==> src/rtl/em_skid_buffer.sv <==
// EX/MEM pipeline buffer: valid/ready handshake, 2-entry skid, synchronous flush.
// Optional stall/flush statistics counters: define EM_SKID_BUFFER_STATS_EN.
module em_skid_buffer #(
    parameter int DATA_W     = 32,
    parameter int ADDR_W     = 32,
    parameter int REG_ADDR_W = 5,
    parameter int STAT_W     = 16
) (
    input  logic                  clk_i,
    input  logic                  rst_i,
    input  logic                  flush_i,
    input  logic                  in_valid_i,
    output logic                  in_ready_o,
    input  logic [5:0]            ctrl_i,
    input  logic [ADDR_W-1:0]     branch_addr_i,
    input  logic [DATA_W-1:0]     alu_result_i,
    input  logic [DATA_W-1:0]     rt_data_i,
    input  logic [REG_ADDR_W-1:0] write_addr_reg_i,
    output logic                  out_valid_o,
    input  logic                  out_ready_i,
    output logic [5:0]            ctrl_o,
    output logic [ADDR_W-1:0]     branch_addr_o,
    output logic [DATA_W-1:0]     alu_result_o,
    output logic [DATA_W-1:0]     rt_data_o,
    output logic [REG_ADDR_W-1:0] write_addr_reg_o,
    output logic                  taken_o,
    output logic [STAT_W-1:0]     stall_cnt_o,
    output logic [STAT_W-1:0]     flush_cnt_o
);
    localparam int ENTRY_W = 6 + ADDR_W + 2 * DATA_W + REG_ADDR_W;

    typedef enum logic [1:0] {EMPTY, ONE, TWO} state_t;

    state_t             state, nextState;
    logic [ENTRY_W-1:0] headEntry, skidEntry, inEntry;
    logic [5:0]         headCtrl;
    logic               accept, pop, outValid;
    logic               loadHeadIn, loadHeadSkid, loadSkid;

    assign inEntry    = {ctrl_i, branch_addr_i, alu_result_i, rt_data_i, write_addr_reg_i};
    assign outValid   = (state != EMPTY);
    assign in_ready_o = (state != TWO);
    assign accept     = in_valid_i & in_ready_o;
    assign pop        = outValid & out_ready_i;

    always_comb begin
        nextState    = state;
        loadHeadIn   = 1'b0;
        loadHeadSkid = 1'b0;
        loadSkid     = 1'b0;
        case (state)
            EMPTY: begin
                if (accept) begin
                    loadHeadIn = 1'b1;
                    nextState  = ONE;
                end
            end
            ONE: begin
                if (accept && pop) begin
                    loadHeadIn = 1'b1;
                end else if (accept) begin
                    loadSkid  = 1'b1;
                    nextState = TWO;
                end else if (pop) begin
                    nextState = EMPTY;
                end
            end
            TWO: begin
                if (pop) begin
                    loadHeadSkid = 1'b1;
                    nextState    = ONE;
                end
            end
            default: nextState = EMPTY;
        endcase
        // Flush drops everything, including an entry offered this same cycle.
        if (flush_i) begin
            nextState    = EMPTY;
            loadHeadIn   = 1'b0;
            loadHeadSkid = 1'b0;
            loadSkid     = 1'b0;
        end
    end

    always_ff @(posedge clk_i) begin
        if (rst_i) begin
            state     <= EMPTY;
            headEntry <= '0;
            skidEntry <= '0;
        end else begin
            state <= nextState;
            if (loadHeadIn)
                headEntry <= inEntry;
            else if (loadHeadSkid)
                headEntry <= skidEntry;
            if (loadSkid)
                skidEntry <= inEntry;
        end
    end

    assign {headCtrl, branch_addr_o, alu_result_o, rt_data_o, write_addr_reg_o} = headEntry;
    assign out_valid_o = outValid;
    assign ctrl_o      = headCtrl & {6{outValid}};
    assign taken_o     = outValid & headCtrl[0] & headCtrl[5];

`ifdef EM_SKID_BUFFER_STATS_EN
    logic [STAT_W-1:0] stallCnt, flushCnt;

    always_ff @(posedge clk_i) begin
        if (rst_i) begin
            stallCnt <= '0;
            flushCnt <= '0;
        end else begin
            if (outValid && !out_ready_i && (stallCnt != '1))
                stallCnt <= stallCnt + 1'b1;
            if (flush_i && (state != EMPTY) && (flushCnt != '1))
                flushCnt <= flushCnt + 1'b1;
        end
    end

    assign stall_cnt_o = stallCnt;
    assign flush_cnt_o = flushCnt;
`else
    assign stall_cnt_o = '0;
    assign flush_cnt_o = '0;
`endif

endmodule
==> config.mk <==
export PLATFORM = sky130hd
export DESIGN_NAME = em_skid_buffer
export DESIGN_NICKNAME = d
export VERILOG_FILES = /design/src/rtl/em_skid_buffer.sv
export SDC_FILE = /design/constraint.sdc
export NUM_CORES = 1
export LEC_CHECK = 0
export BUFFER_PORTS_ARGS = -buffer_cell sky130_fd_sc_hd__buf_2
export CAP_MARGIN = 20
export CORE_AREA = 2 2 160 162
export DETAILED_ROUTE_END_ITERATION = 10
export DIE_AREA = 0 0 162 164
export PLACE_DENSITY = 0.69
export SYNTH_ARGS = -nofsm -noshare
export SYNTH_HDL_FRONTEND = slang
export SYNTH_SLANG_ARGS = --single-unit
==> constraint.sdc <==
create_clock -name clk_i -period 2.4 [get_ports clk_i]
set_clock_uncertainty 0.2 [all_clocks]
set_input_delay 0.12 -clock clk_i [delete_from_list [all_inputs] [get_ports clk_i]]
set_output_delay 0.12 -clock clk_i [all_outputs]
set_load 0.02 [all_outputs]
==> results.txt <==
Routed Antenna Nets: 0
count leader, synth: dfxtp_1
via count: 9603
drt initial violations: 844
synthesis-to-layout area growth: 22.6%
cell taking the most area after synthesis: dfxtp_1
Nets: 1527
Cell Pwr Density: 689 mW/mm^2
Routed Wire Length: 28900 um
Post-Syn Instances: 1257
Residual DRC: 0
Core Box Area: 0.0248 sq mm
final setup vio count: 0
crit path launch: state[1]$_SDFFE_PP0P_
register area share after synthesis: 40.2%
Post-synth ARST share: 0%
grt total ovfl: 0
Max Root-Sink Buffers: 3
number of buffers created by CTS: 24
WL/cell: 16.4 um
Synth top area share: 40.2%
worst skew pair latency: 510 ps
global-route wire length before repair: 46300 um
largest net degree at the start of global routing: 108
crit path kind: reg2reg
Peak Freq: 444 MHz
Slew @ Worst Pin: 607 ps
power share of the clock group: 44.6%
Starting Density: 43.4%
Max VDD drop: 0.421 mV
Lkg Pwr: 4.99 nW
initial antenna violation count: 0
commonest cells in the netlist: dfxtp_1, nand2_1, buf_4
detailed-placement wirelength estimate: 16300 um
critical path startpoint category: register
synth top area cells: dfxtp_1, buf_4, nor3_2
post-layout util: 53.2%
RSZ-0062 raised after global routing: false
Period Utilization, post-route: 93.9%
setup_tns: 0 ps
clk root buf: clkbuf_16
final instance area: 0.0132 sq mm
Net Switching: 0.00234 W
Post-synth EDFFs: 0
sequential power share: 41.9%
IO Port Bufs: 221
GRT Resource Usage Total: 20.7%
vias in the first global route: 9165
Worst R2R Start: state[1]$_SDFFE_PP0P_
Setup crit end kind: register
Worst Hold Launch: out_ready_i
pins over their slew limit: 0
placer's final routability congestion estimate: 0.755
H-tree Lvls: 1
Post-synth top flop: dfxtp_1
Hold WS: 76.8 ps
Slew headroom: 59.5%
Initial DRT Pass Iterations: 6
Clock transition at path regs: 60 ps
status: complete, no violations
Via density: 5.45
internal power: 0.00674 W
Max-cap violations: 0
worst path required time: 2590 ps
Fin. Hold Viols: 0
Die H: 164 um
worst min-delay path class: in2reg
min Tclk post-route: 2250 ps
sw frac: 25.8%
Synth Area per Inst: 8.56 sq um
Unique masters post-synth: 33
I/O pin count: 254
CTS sink cnt: 216
synthesis warning total: 0
CP Max Fanout: 9
Die ar.: 0.0266 sq mm
layout cells sized above 1: 29.1%
Gate power share: 13.4%
Worst EP arrival: 2440 ps
CTS tree: done
Post-Syn Area: 0.0108 sq mm
dpl cell area: 0.0112 sq mm
number of synthesized register bits: 216
row count: 58
die width: 162 um
-- metal layers --
| layer | routed length, um | share of wire, % | up-vias | track usage (%) |
|---|---|---|---|---|
| met5 | 0 | 0 | - | 0 |
| met1 | 12300 | 43 | 4601 | 26.3 |
| met2 | 14000 | 49 | 346 | 36.0 |
| met4 | 670 | 2.3 | 0 | 5.75 |
| li1 | - | - | 4603 | - |
| met3 | 1860 | 6.4 | 53 | 3.96 |
-- worst paths after layout --
path / cells past startpoint / end / slack [ps]
max: 5 / state[0]$_SDFFE_PP0P_ / 150
min: 5 / skidEntry[82]$_SDFFE_PP0P_ / 80
max reg2reg: 5 / state[0]$_SDFFE_PP0P_ / 150
min reg2reg: 2 / skidEntry[34]$_SDFFE_PP0P_ / 270
-- layout by cell type (no fill, tap or decap), types with 2 or more instances in the layout --
cell and instances:
clkinv_2 4, a21oi_1 108, o21ai_0 47, nor3_2 100, nor2_1 2, buf_4 10
o21ai_1 59, a311oi_1 97, conb_1 32, nand2_1 215, buf_12 23, buf_2 220
nand3_1 107, a311oi_2 10, dfxtp_1 215, nor3_1 7, clkbuf_16 25, bufinv_16 5
clkinv_4 4, dlygate4sd3_1 113, and2_1 6, clkbuf_8 3
-- worst max-delay path, stage by stage (launching register included) --
cell and delay, ps:
dfxtp_4 410, mux2i_1 200, dlygate4sd3_1 580, nor2_1 40, o21a_1 170, dlygate4sd3_1 540
-- what timing repair did --
item | 4_1_cts | 5_1_grt
endpoints found under the setup margin | 0 | 1
hold buffers | 113 | 0
setup buffers | 0 | 0
hold endpoints to repair | 216 | 0
gates resized for setup | 0 | 2
-- flip-flops by register name (all words and copies together), names as in the netlist --
register   count
headEntry    107
skidEntry    107
state          2
-- cell type report --
class                           instances  area [sq um]
Antenna cell                            1          2.50
Fill cell                            2253         11600
Clock inverter                         14           213
Multi-Input combinational cell        806          4790
Timing Repair Buffer                  367          2780
Tap cell                              330           413
Clock buffer                           29           671
Sequential cell                       216          4330
-- per-stage QoR --
stage          instances  power (W)  setup WS (ps)
2_1_floorplan       1288    0.00475            690
3_3_place_gp        1606    0.00494            481
3_5_place_dp        1606    0.00496            372
4_1_cts             1762    0.00916           38.1
5_1_grt             1762    0.00942           40.6
6_report            1763    0.00909            147
-- power groups by stage --
| stage | combinational [W] | sequential (W) | clock (W) |
|---|---|---|---|
| 3_5_place_dp | 0.00107 | 0.00388 | 0 |
| 3_3_place_gp | 0.00106 | 0.00388 | 0 |
| 4_1_cts | 0.00122 | 0.00381 | 0.00413 |
| 6_report | 0.00122 | 0.00381 | 0.00406 |
| 2_1_floorplan | 0.000888 | 0.00386 | 0 |
| 5_1_grt | 0.00131 | 0.00382 | 0.00429 |
-- cell families after synthesis --
family	after synthesis	share of synthesized area (%)
AND/OR/NAND/NOR	449	23.4
AO/OA/AOI/OAI	324	19.5
buffers and inverters	266	16.8
flip-flops	216	40.2
multiplexers	1	0.0930
other	1	0.0349
(Power assumes the default switching activity.)
